File: config.mk
export PLATFORM = sky130hd
export DESIGN_NAME = arm_multicycle_ctrl
export DESIGN_NICKNAME = d
export VERILOG_FILES = /design/src/rtl/arm_multicycle_ctrl.sv
export SDC_FILE = /design/constraint.sdc
export NUM_CORES = 1
export LEC_CHECK = 0
export BUFFER_PORTS_ARGS = -buffer_cell sky130_fd_sc_hd__buf_4
export CORE_UTILIZATION = 48
export DETAILED_ROUTE_END_ITERATION = 6
export PLACE_DENSITY = 0.85
export SLEW_MARGIN = 20
export SYNTH_ARGS = -nofsm -noshare
export SYNTH_HDL_FRONTEND = slang
export SYNTH_SLANG_ARGS = --single-unit
File: constraint.sdc
create_clock -name clk -period 3.65 [get_ports clk]
set_input_delay 0.365 -clock clk [delete_from_list [all_inputs] [get_ports clk]]
set_output_delay 0.365 -clock clk [all_outputs]
set_load 0.05 [all_outputs]
File: src/rtl/arm_multicycle_ctrl.sv
// Multicycle ARM sequencing controller: Moore FSM, ALU decoder, condition check and NZCV flags.
// Optional MC_EXT_INSTR_EN adds TST, CMN, ADC and LSL/MOV data-processing decodes.
module arm_multicycle_ctrl #(
    parameter int unsigned MEM_WAIT = 0
) (
    input  logic        clk,
    input  logic        reset_n,
    input  logic [31:0] Instr,
    input  logic [3:0]  ALUFlags,
    output logic        PCWrite,
    output logic        IRWrite,
    output logic        RegWrite,
    output logic        MemWrite,
    output logic        AdrSrc,
    output logic [1:0]  ALUSrcA,
    output logic [1:0]  ALUSrcB,
    output logic [1:0]  ResultSrc,
    output logic [1:0]  ImmSrc,
    output logic [1:0]  RegSrc,
    output logic [2:0]  ALUControl,
    output logic [3:0]  State
);

    // state   | meaning
    // FETCH   | read instruction at PC, PC <= PC+4 on last wait cycle
    // DECODE  | read registers, ALU forms PC+8 for R15
    // MEMADR  | base + offset address for LDR/STR
    // MEMRD   | data memory read
    // MEMWB   | load data written to Rd
    // MEMWR   | data memory write on last wait cycle
    // EXECR   | data processing, register operand; flags may update
    // EXECI   | data processing, immediate operand; flags may update
    // ALUWB   | ALU result written to Rd (PC when Rd=15)
    // BRANCH  | PC <= PC+8+offset
    typedef enum logic [3:0] {
        S_FETCH  = 4'd0,
        S_DECODE = 4'd1,
        S_MEMADR = 4'd2,
        S_MEMRD  = 4'd3,
        S_MEMWB  = 4'd4,
        S_MEMWR  = 4'd5,
        S_EXECR  = 4'd6,
        S_EXECI  = 4'd7,
        S_ALUWB  = 4'd8,
        S_BRANCH = 4'd9
    } state_e;

    localparam logic [2:0] ALU_ADD = 3'b000;
    localparam logic [2:0] ALU_SUB = 3'b001;
    localparam logic [2:0] ALU_AND = 3'b010;
    localparam logic [2:0] ALU_ORR = 3'b011;
`ifdef MC_EXT_INSTR_EN
    localparam logic [2:0] ALU_ADC = 3'b100;
    localparam logic [2:0] ALU_LSL = 3'b101;
`endif
    localparam logic [3:0] WAIT_LAST = 4'(MEM_WAIT);

    state_e     state_q, state_d;
    logic [3:0] wait_q, wait_d;
    logic [3:0] flags_q, flags_d;
    logic       cond_ex_r_q, cond_ex_r_d;

    logic [3:0] cond;
    logic [1:0] op;
    logic [5:0] funct;
    logic [3:0] rd;
    logic       mem_done;

    logic       next_pc, ir_w, reg_w, mem_w, branch, pcs, alu_op;
    logic       adr_src;
    logic [1:0] alu_src_a, alu_src_b, result_src;

    logic [2:0] dec_ctrl;
    logic [1:0] dec_flag_w;
    logic       dec_no_write;
    logic [1:0] flag_w;
    logic       no_write;
    logic       cond_ex, cond_sel;
    logic       n_f, z_f, c_f, v_f;

    logic       unused_instr;

    assign cond         = Instr[31:28];
    assign op           = Instr[27:26];
    assign funct        = Instr[25:20];
    assign rd           = Instr[15:12];
    assign unused_instr = ^{Instr[19:16], Instr[11:0]};
    assign mem_done     = (wait_q == WAIT_LAST);

    always_ff @(posedge clk or negedge reset_n) begin
        if (!reset_n) begin
            state_q     <= S_FETCH;
            wait_q      <= '0;
            flags_q     <= '0;
            cond_ex_r_q <= 1'b0;
        end else begin
            state_q     <= state_d;
            wait_q      <= wait_d;
            flags_q     <= flags_d;
            cond_ex_r_q <= cond_ex_r_d;
        end
    end

    always_comb begin
        state_d    = S_FETCH;
        wait_d     = '0;
        next_pc    = 1'b0;
        ir_w       = 1'b0;
        reg_w      = 1'b0;
        mem_w      = 1'b0;
        branch     = 1'b0;
        pcs        = 1'b0;
        alu_op     = 1'b0;
        adr_src    = 1'b0;
        alu_src_a  = 2'b00;
        alu_src_b  = 2'b00;
        result_src = 2'b00;
        case (state_q)
            S_FETCH: begin
                alu_src_a  = 2'b01;
                alu_src_b  = 2'b10;
                result_src = 2'b10;
                if (mem_done) begin
                    ir_w    = 1'b1;
                    next_pc = 1'b1;
                    state_d = S_DECODE;
                end else begin
                    wait_d  = wait_q + 4'd1;
                    state_d = S_FETCH;
                end
            end
            S_DECODE: begin
                alu_src_a  = 2'b01;
                alu_src_b  = 2'b10;
                result_src = 2'b10;
                case (op)
                    2'b00:   state_d = funct[5] ? S_EXECI : S_EXECR;
                    2'b01:   state_d = S_MEMADR;
                    2'b10:   state_d = S_BRANCH;
                    default: state_d = S_FETCH;
                endcase
            end
            S_MEMADR: begin
                alu_src_b = 2'b01;
                state_d   = funct[0] ? S_MEMRD : S_MEMWR;
            end
            S_MEMRD: begin
                adr_src = 1'b1;
                if (mem_done) begin
                    state_d = S_MEMWB;
                end else begin
                    wait_d  = wait_q + 4'd1;
                    state_d = S_MEMRD;
                end
            end
            S_MEMWB: begin
                result_src = 2'b01;
                reg_w      = 1'b1;
            end
            S_MEMWR: begin
                adr_src = 1'b1;
                if (mem_done) begin
                    mem_w = 1'b1;
                end else begin
                    wait_d  = wait_q + 4'd1;
                    state_d = S_MEMWR;
                end
            end
            S_EXECR: begin
                alu_op  = 1'b1;
                state_d = S_ALUWB;
            end
            S_EXECI: begin
                alu_src_b = 2'b01;
                alu_op    = 1'b1;
                state_d   = S_ALUWB;
            end
            S_ALUWB: begin
                reg_w = 1'b1;
                pcs   = (rd == 4'd15);
            end
            S_BRANCH: begin
                alu_src_b  = 2'b01;
                result_src = 2'b10;
                branch     = 1'b1;
            end
            default: state_d = S_FETCH;
        endcase
    end

    // NoWrite is taken from the held instruction so it still applies in ALUWB,
    // where ALUControl and FlagW have already fallen back to ADD / 00.
    always_comb begin
        dec_ctrl     = ALU_ADD;
        dec_flag_w   = 2'b00;
        dec_no_write = 1'b1;
        case (funct[4:1])
            4'b0100: begin dec_ctrl = ALU_ADD; dec_flag_w = {funct[0], funct[0]}; dec_no_write = 1'b0; end
            4'b0010: begin dec_ctrl = ALU_SUB; dec_flag_w = {funct[0], funct[0]}; dec_no_write = 1'b0; end
            4'b0000: begin dec_ctrl = ALU_AND; dec_flag_w = {funct[0], 1'b0};     dec_no_write = 1'b0; end
            4'b1100: begin dec_ctrl = ALU_ORR; dec_flag_w = {funct[0], 1'b0};     dec_no_write = 1'b0; end
            4'b1010: begin dec_ctrl = ALU_SUB; dec_flag_w = 2'b11; end
`ifdef MC_EXT_INSTR_EN
            4'b1000: begin dec_ctrl = ALU_AND; dec_flag_w = 2'b10; end
            4'b1011: begin dec_ctrl = ALU_ADD; dec_flag_w = 2'b11; end
            4'b0101: begin dec_ctrl = ALU_ADC; dec_flag_w = {funct[0], funct[0]}; dec_no_write = 1'b0; end
            4'b1101: begin dec_ctrl = ALU_LSL; dec_flag_w = {funct[0], 1'b0};     dec_no_write = 1'b0; end
`endif
            default: begin dec_ctrl = ALU_ADD; dec_flag_w = 2'b00; end
        endcase
    end

    assign flag_w   = alu_op ? dec_flag_w : 2'b00;
    assign no_write = (op == 2'b00) & dec_no_write;

    assign {n_f, z_f, c_f, v_f} = flags_q;

    always_comb begin
        cond_ex = 1'b0;
        case (cond)
            4'b0000: cond_ex = z_f;
            4'b0001: cond_ex = ~z_f;
            4'b0010: cond_ex = c_f;
            4'b0011: cond_ex = ~c_f;
            4'b0100: cond_ex = n_f;
            4'b0101: cond_ex = ~n_f;
            4'b0110: cond_ex = v_f;
            4'b0111: cond_ex = ~v_f;
            4'b1000: cond_ex = c_f & ~z_f;
            4'b1001: cond_ex = ~c_f | z_f;
            4'b1010: cond_ex = (n_f == v_f);
            4'b1011: cond_ex = (n_f != v_f);
            4'b1100: cond_ex = ~z_f & (n_f == v_f);
            4'b1101: cond_ex = z_f | (n_f != v_f);
            4'b1110: cond_ex = 1'b1;
            default: cond_ex = 1'b0;
        endcase
    end

    always_comb begin
        flags_d     = flags_q;
        cond_ex_r_d = cond_ex_r_q;
        if (alu_op) begin
            cond_ex_r_d = cond_ex;
            if (cond_ex && flag_w[1]) flags_d[3:2] = ALUFlags[3:2];
            if (cond_ex && flag_w[0]) flags_d[1:0] = ALUFlags[1:0];
        end
    end

    // ALUWB must see the condition as it was before EXEC updated the flags.
    assign cond_sel = (state_q == S_ALUWB) ? cond_ex_r_q : cond_ex;

    assign PCWrite    = reset_n & (next_pc | ((pcs | branch) & cond_sel));
    assign IRWrite    = reset_n & ir_w;
    assign RegWrite   = reset_n & reg_w & cond_sel & ~no_write;
    assign MemWrite   = reset_n & mem_w & cond_sel;
    assign AdrSrc     = adr_src;
    assign ALUSrcA    = alu_src_a;
    assign ALUSrcB    = alu_src_b;
    assign ResultSrc  = result_src;
    assign ALUControl = alu_op ? dec_ctrl : ALU_ADD;
    assign ImmSrc     = op;
    assign RegSrc     = {op == 2'b01, op == 2'b10};
    assign State      = state_q;

endmodule

==> results.ini, run 1 <==
[status]
status = finished, final reports clean

[clock_network]
cts_resized = 0
cts_buffer_depth = 2
cts_made_buffers = 3
ctsHtreeMaxLevel = 1
clock_sinks = 13
post_cts_buffers = 0
cts_tree = built
clkLatencyLatePin_ns = 0.27
cts.reportedPaths.clkPinSlew_ns = 0.08
ctsRootBufferMaster = clkbuf_4

[synth]
synth_top_cells_by_count = dfrtp_1, nor2_1, nand2b_1, o21ai_0
synth.distinct_cells = 43
synth_xor_area_frac = 0.04590
postSynth.asyncResetShare = 1.000
yosys.area_share.simple = 0.3235
synthTopCellsByArea = dfrtp_1, nand2b_1, nor2_1
synth-compound-area-share = 0.1989
yosysTopAreaCellShare = 0.2842
yosys_register_bits = 13
synth_mux_area_frac = 0.05902
synth_edf_count = 0
yosys.area.top_type = dfrtp_1
synth_top_family_by_area = simple AND/OR/NAND/NOR gates
synthAdderAreaFrac = 0.02186
yosysWarnings = 0
syn_inst = 139
ys.flop_type = dfrtp_1
syn-mean-instance-area_um2 = 8.236
netlist_area_mm2 = 0.001145
seq_area_frac_synth = 0.2842

[sta]
slew_viol_final = 0
setup_viol = 0
achievable-frequency_mhz = 377.5
period_needed_ns = 2.649
rsz0062_at_grt = false
period_share = 0.7258
clock_skew_ns = 0.002080
finalHoldViolations = 0
fin_tns_setup_ns = 0

[placement]
gp_congestion = 0.8163
io_buffers = 41
placed_area_mm2 = 0.001441
place.detailed.hpwl_um = 2022

[cells_and_area]
area_growth_pct = 29.07
drive_gt1_frac = 0.3164
nets = 218
stdcell_area_mm2 = 0.001478
insertedDiodeCount = 0
fillers = 185

[floorplanning]
die_area_mm2 = 0.002584
design.portCount = 60
die-height_um = 50.84
floorplan.initialDensity = 0.5126
design.core.area_mm2 = 0.002233
num_rows = 17
dieWidth_um = 50.84

[critical_path]
critical_path_required_ns = 3.28
startpoint = flags_q[3]
path_max_fanout = 6
crit_arrival_ns = 2.28
startpoint_type = register
cp-end-kind = primary output
rr_startpoint = State[1]
crit_type = reg -> out

[routing]
drc_errors = 0
ant_nets = 0
via_per_inst = 5.663
wl_met1_um = 1096
drt-initial-drc-count = 32
wl_met2_um = 1444
wl_per_cell_um = 12.96
firstDrtPassIters = 4
vias = 1161
wl_um = 2656
met3_wirelength_um = 106
highest_layer = met4

[global_routing]
grt_max_degree = 17
grt_pass1_wl_um = 4464
grt_pass1_vias = 1117
grt.overflow.total = 0
track_usage = 0.2228
antenna_found_initial = 0

[run]
max_cap_violations = 0

[pwr]
power.leakage_uw = 0.0006625
peakVddDrop_mv = 0.6793
power_density_mw_per_mm2 = 666.2

[hold_path]
hold_path_class = in -> reg
min_from = ALUFlags[3]

## cells in the final DEF (no fill, tap or decap), types with 3 or more instances in the layout
cell,netlist,layout
inv_1,6,6
nor2_1,13,13
nand2_1,7,7
nand3_1,5,5
clkbuf_4,0,3
a21oi_1,6,6
o21ai_0,8,8
dfrtp_1,13,13
a22oi_1,4,4
nor2b_1,4,4
mux2_2,4,4
buf_4,4,41
nand2b_1,8,8
nor3_1,7,7
xnor2_1,4,4
nand3b_1,3,3
## layer usage
layer  vias up  track usage
li1        568            -
met1       550       0.2519
met2        39       0.4289
met3         4      0.02976
met4         0      0.06481
met5         -            0
## repair_timing
action | in CTS | in global routing
endpoints found under the hold margin | 13 | 0
hold buffers | 1 | 0
setup endpoints to repair | 0 | 0
## worst paths after layout
kind                                    to  slack (ns)  depth (start not counted)
worst max-delay path              RegWrite        1.00                          7
worst min-delay path            flags_q[3]        0.31                          2
worst max register to register  flags_q[2]        1.51                          4
worst min register to register   wait_q[0]        0.48                          1
max in group asynchronous       flags_q[0]        3.00                          2
min in group asynchronous         State[2]        0.48                          2
## layout make-up
class	instances	area (um^2)	area share
inverter	6	22.52	0.01524
timing repair buffer	42	317.8	0.2151
sequential	13	325.3	0.2202
clock buffer	4	26.28	0.01778
tap	28	35.03	0.02371
multi-input combinational	112	750.7	0.5080
## logic make-up (layout without fill, tap and decap cells)
family	after synthesis	count (layout)
flip-flops	13	13
buffers and inverters	15	52
AND/OR/NAND/NOR	64	64
multiplexers	6	6
other	1	2
XOR/XNOR	6	6
adder cells (fa/ha/maj)	2	2
AO/OA/AOI/OAI	32	32
## registers in the layout, indices dropped and copies added, names as in the netlist
register	cells
State	4
flags_q	4
wait_q	4
cond_ex_r_q	1
## worst max-delay path, stage by stage, from the launching register on
cell,delay (ns)
dfrtp_1,0.46
xnor2_1,0.25
nand3_1,0.13
a311oi_2,0.28
a211oi_2,0.12
or2_2,0.32
a211oi_2,0.22
buf_4,0.22
## stage by stage
step,instances,total power (uW),hold slack [ns],util,setup slack (ns)
after floorplan,140,716.4,0.06941,-,0.2532
after global placement,200,881.2,0.2243,0.6454,1.188
after detailed placement,200,894.1,0.2283,0.6454,1.163
after CTS,205,985.0,0.3151,0.6616,0.9970
after global routing,205,1043,0.3053,0.6616,0.8450
final,205,984.5,0.3132,0.6616,1.001
## power breakdown
group / internal, uW / switching, uW
logic: 215 / 416
registers: 177 / 86.8
clock network: 42.3 / 47.5
total: 434 / 551
Note: power is estimated with default switching activity, not from simulation.
==> inputs of run 2 (changes only) <==
Settings changed: CORE_UTILIZATION 48 to 45, PLACE_DENSITY 0.85 to 0.81.
Clock period 3.65 ns to 2.44 ns, I/O delays scaled along.
==> run 2 against run 1 <==
Net effect:
- count of clock-buffer cells in the layout stayed put
- clock skew is 0.0015 ns lower
- clock power is 53% higher
- utilization is 2.3 points higher
- routed wire length is 14% higher
- global-route usage is 1.4 points higher
- sequential power is 27% higher
- critical path depth is 1 lower
- combinational power is 73% higher
- design area is 6.4% higher
- critical endpoint unchanged
==> results.ini, run 2 (same netlist as run 1, synthesis figures left out) <==
[status]
status = finished, final reports clean

[pwr]
power_switching_uw = 859.3
peakVddDrop_mv = 1.085
p_sw_frac = 0.5513
p_int_uw = 699.4
seqPwrFrac = 0.214
combPwrFrac = 0.698
power_density_mw_per_mm2 = 991.1
total_power_uw = 1559
power_frac_clock = 0.088
power.leakage_uw = 0.0006993

[sta]
setup_viol = 0
achievable-frequency_mhz = 414.4
rsz0062_at_grt = true
slew_viol_final = 0
clock_skew_ns = 0.0005902
finalHoldViolations = 0
fin_ws_ns = 0.02716
period_needed_ns = 2.413
period_share = 0.9889

[routing]
wl_um = 3035
via_per_inst = 5.640
ant_nets = 0
drt-initial-drc-count = 32
vias = 1190
firstDrtPassIters = 4
drc_errors = 0
wl_per_cell_um = 14.38

[floorplanning]
die-height_um = 52.44
num_rows = 17
design.portCount = 60
die_area_mm2 = 0.002750
design.core.area_mm2 = 0.002297
floorplan.initialDensity = 0.4984
dieWidth_um = 52.44

[critical_path]
path_max_fanout = 5
startpoint_type = register
cp-end-kind = primary output
crit_arrival_ns = 2.17
regToRegSetupSlack_ns = 0.16
crit_path_end = RegWrite
timing.rr.end = flags_q[2]
rr_startpoint = flags_q[2]
crit_type = reg -> out
critical_path_required_ns = 2.20
startpoint = flags_q[2]
rr_worst_depth = 7

[global_routing]
grt_pass1_vias = 1096
grt_pass1_wl_um = 4878
track_usage = 0.2371
grt.overflow.total = 0
antenna_found_initial = 0
grt_max_degree = 17

[cells_and_area]
insertedDiodeCount = 0
area_growth_pct = 37.38
nets = 224
multi_input_area_um2 = 794.5
layout_common_cells = buf_4, nor2_1, dfrtp_1
fillers = 181
stdcell_area_mm2 = 0.001573
final_common_cell = buf_4
seqCellArea_um2 = 327.8
drive_gt1_frac = 0.3825

[clock_network]
cts_tree = built
ctsRootBufferMaster = clkbuf_4
cts.reportedPaths.clkPinSlew_ns = 0.08
cts_made_buffers = 3
ctsHtreeMaxLevel = 1
clock_sinks = 13
cts_buffer_depth = 2
clkLatencyLatePin_ns = 0.27

[placement]
placed_area_mm2 = 0.001498
gp_congestion = 0.7836
place_ws_ns = 0.2081
io_buffers = 41
place.detailed.hpwl_um = 2267

[hold_path]
hold_path_class = in -> reg

[run]
max_cap_violations = 0

[run 2: cell count changes in the layout (fill, tap and decap cells not counted), moves of 2 or more]
cell	delta
dfrtp_2	+2
nor4_1	-2
dfrtp_1	-2
buf_4	+5
[run 2: how the worst min path moves through the flow]
stage / start / to / slack [ns] / cells after the start
2_1_floorplan: reset_n / State[0] / -0.05 / 0
3_3_place_gp: reset_n / wait_q[0] / 0.11 / 1
3_5_place_dp: reset_n / wait_q[1] / 0.11 / 1
4_1_cts: ALUFlags[3] / flags_q[3] / 0.19 / 2
5_1_grt: ALUFlags[3] / flags_q[3] / 0.18 / 2
6_report: ALUFlags[3] / flags_q[3] / 0.19 / 2
[run 2: area by class of cell]
class / count / area share
Multi-Input combinational cell: 112 / 0.5052
Tap cell: 28 / 0.02228
Inverter: 6 / 0.01432
Clock buffer: 4 / 0.01671
Timing Repair Buffer: 48 / 0.2331
Sequential cell: 13 / 0.2084
[run 2: worst max-delay path, stage by stage, from the launching register on]
cell	delay [ns]
dfrtp_2	0.45
o32a_1	0.36
a311oi_2	0.29
a211oi_2	0.11
or2_4	0.26
a211oi_2	0.24
buf_6	0.19
[run 2: layer usage]
metal  vias up  share of wire  routed length (um)  GRT usage
met3         0          0.066                 199    0.05507
li1        586              -                   -          -
met1       555           0.41                1231     0.2801
met4         0              0                   0    0.07456
met5         -              0                   0          0
met2        49           0.53                1604     0.4177
[run 2: timing repair]
| action | in CTS | in global routing |
|---|---|---|
| hold buffers | 1 | 0 |
| pin swaps | 3 | 3 |
| setup endpoints to repair | 2 | 3 |
| gates cloned | 0 | 0 |
| resized for setup | 3 | 5 |
| buffers inserted | 1 | 1 |
| endpoints found under the hold margin | 13 | 0 |
[run 2: metrics by stage]
stage	utilization	setup TNS (ns)	hold slack, ns	cells
2_1_floorplan	-	-0.1824	-0.05159	140
3_3_place_gp	0.6520	0	0.1068	204
3_5_place_dp	0.6520	0	0.1080	204
4_1_cts	0.6743	0	0.1855	210
5_1_grt	0.6846	-0.09918	0.1812	211
6_report	0.6846	0	0.1898	211
[run 2: power by group through the flow]
stage	Sequential, uW	Clock (uW)	Combinational (uW)
4_1_cts	332	140	1070
3_3_place_gp	331	0	1040
5_1_grt	341	150	1160
3_5_place_dp	335	0	1060
6_report	334	137	1090
2_1_floorplan	413	0	666
==> inputs of run 3 (changes only) <==
Settings changed: SETUP_SLACK_MARGIN set to 0.3.
==> run 3 against run 2 <==
Net effect:
- via count is 3.1% higher
- non-clock buffer count is 4 higher
- global-route usage is 0.57 points higher
- clock power hardly changed
- power is 6.6% higher
- count of clock-buffer cells in the layout is 1 lower
- maximum frequency is 0.12% higher
- register-to-register slack better by 0.03 ns
- critical path type unchanged
==> results.ini, run 3 (same netlist as run 1, synthesis figures left out) <==
[clock_network]
cts_made_buffers = 3
cts_tree = built
cts.reportedPaths.clkPinSlew_ns = 0.09
clkLatencyLatePin_ns = 0.28
cts_buffer_depth = 2
ctsHtreeMaxLevel = 1
clock_sinks = 13
ctsRootBufferMaster = clkbuf_4

[global_routing]
grt_pass1_vias = 1101
grt.overflow.total = 0
busiest_layer = met2
grt_pass1_wl_um = 4947
antenna_found_initial = 0
track_usage = 0.2429
use_met3 = 0.02029
use_met1 = 0.3082
grtUsageMet2 = 0.4177
grt_max_degree = 17

[pwr]
power_density_mw_per_mm2 = 982.4
power.leakage_uw = 0.0007400
peakVddDrop_mv = 0.7996

[critical_path]
path_max_fanout = 4
startpoint_type = register
timing.rr.end = flags_q[3]
crit_slowest_cell = dfrtp_1
regToRegSetupSlack_ns = 0.19
critical_path_required_ns = 2.20
rr_startpoint = flags_q[1]
cp-end-kind = primary output
cpMostUsedCell = a211oi_4
max_stage_delay_ns = 0.39
crit_family = compound AO/OA/AOI/OAI gates
path_cells = nand2b_1, o32a_1, a311oi_2, a211oi_4, or2_4, a211oi_4, buf_6
crit_buf_inv = 1
crit_arrival_ns = 2.17
rr_worst_depth = 8
crit_type = reg -> out

[floorplanning]
design.portCount = 60
die-height_um = 52.44
num_rows = 17
design.core.area_mm2 = 0.002297
die_area_mm2 = 0.002750
dieWidth_um = 52.44
floorplan.initialDensity = 0.4984

[sta]
period_share = 0.9877
slew_viol_final = 0
achievable-frequency_mhz = 414.9
rsz0062_at_grt = true
finalHoldViolations = 0
clock_skew_ns = 0.002122
fin_tns_setup_ns = 0
period_needed_ns = 2.410
setup_viol = 0
fin_ws_ns = 0.02998

[cells_and_area]
final_common_cell = buf_4
layout_common_cells = buf_4, nor2_1, dfrtp_1
insertedDiodeCount = 0
drive_gt1_frac = 0.4492
nets = 228
area_growth_pct = 47.76

[routing]
firstDrtPassIters = 4
drt-initial-drc-count = 36
wl_per_cell_um = 14.92
wl_um = 3208
ant_nets = 0
vias = 1227
via_per_inst = 5.707
drc_errors = 0

[hold_path]
min_path_cells = 2
min_from = ALUFlags[2]
hold_end = flags_q[2]
hold_path_class = in -> reg

[placement]
place.detailed.hpwl_um = 2124
place_ws_ns = 0.2612
gp_congestion = 0.8051
io_buffers = 41

[run]
max_cap_violations = 0

[status]
status = finished, final reports clean

==> run 3: changes by cell type in the layout (fill, tap and decap cells not counted), sizes merged <==
cell,delta
clkinv,+1
buf,+4
clkbuf,-1
==> run 3: area by class of cell <==
cell class / instances / area (um^2)
Clock buffer: 3 / 22.52
Clock inverter: 1 / 5.005
Fill cell: 174 / 605.6
Inverter: 6 / 22.52
Multi-Input combinational cell: 112 / 868.3
Sequential cell: 13 / 330.3
Tap cell: 28 / 35.03
Timing Repair Buffer: 52 / 407.9
==> run 3: how the worst max path moves through the flow <==
stage | slack, ns | end | from | cells past startpoint
floorplan | 0.13 | PCWrite | State[0] | 4
global placement | 0.29 | RegWrite | Instr[30] | 8
detailed placement | 0.26 | RegWrite | Instr[30] | 8
CTS | 0.02 | RegWrite | flags_q[1] | 7
global route | -0.06 | RegWrite | flags_q[3] | 7
finish | 0.03 | RegWrite | flags_q[1] | 7
==> run 3: per-stage QoR <==
step	util	cells	total power, uW	area, um^2	hold slack, ns
floorplan	-	140	1110	1212	-0.05159
global placement	0.6585	201	1377	1513	0.1100
detailed placement	0.6585	201	1397	1513	0.1080
CTS	0.7081	213	1606	1627	0.1725
global route	0.7364	215	1753	1692	0.1890
finish	0.7364	215	1662	1692	0.1875
==> run 3: power by group <==
group / total [uW] / internal [uW] / switching [uW] / leakage [uW]
logic: 1210 / 423 / 787 / 0.000554
registers: 313 / 270 / 43.1 / 0.000168
clock network: 139 / 60.9 / 78.2 / 0.0000177
total: 1660 / 753 / 908 / 0.000740
==> run 3: worst register-to-register path: cells and delay by family, from the launching register on <==
kind,cells,cell delay [ns]
muxes,1,0.33
AOI/OAI and AO/OA,3,0.75
and+or+nand+nor,2,0.35
DFF,1,0.39
buffers and inverters,2,0.31
==> run 3: timing repair <==
action | CTS | global route
resized for setup | 6 | 12
hold buffers | 1 | 0
hold endpoints to repair | 13 | 0
buffers inserted | 7 | 2
pin swaps | 3 | 5
endpoints found under the setup margin | 5 | 7
==> run 3: metal layers <==
layer	up-vias	routed length, um
met5	-	0
met2	57	1667
met4	0	45
met3	6	187
li1	589	-
met1	575	1307
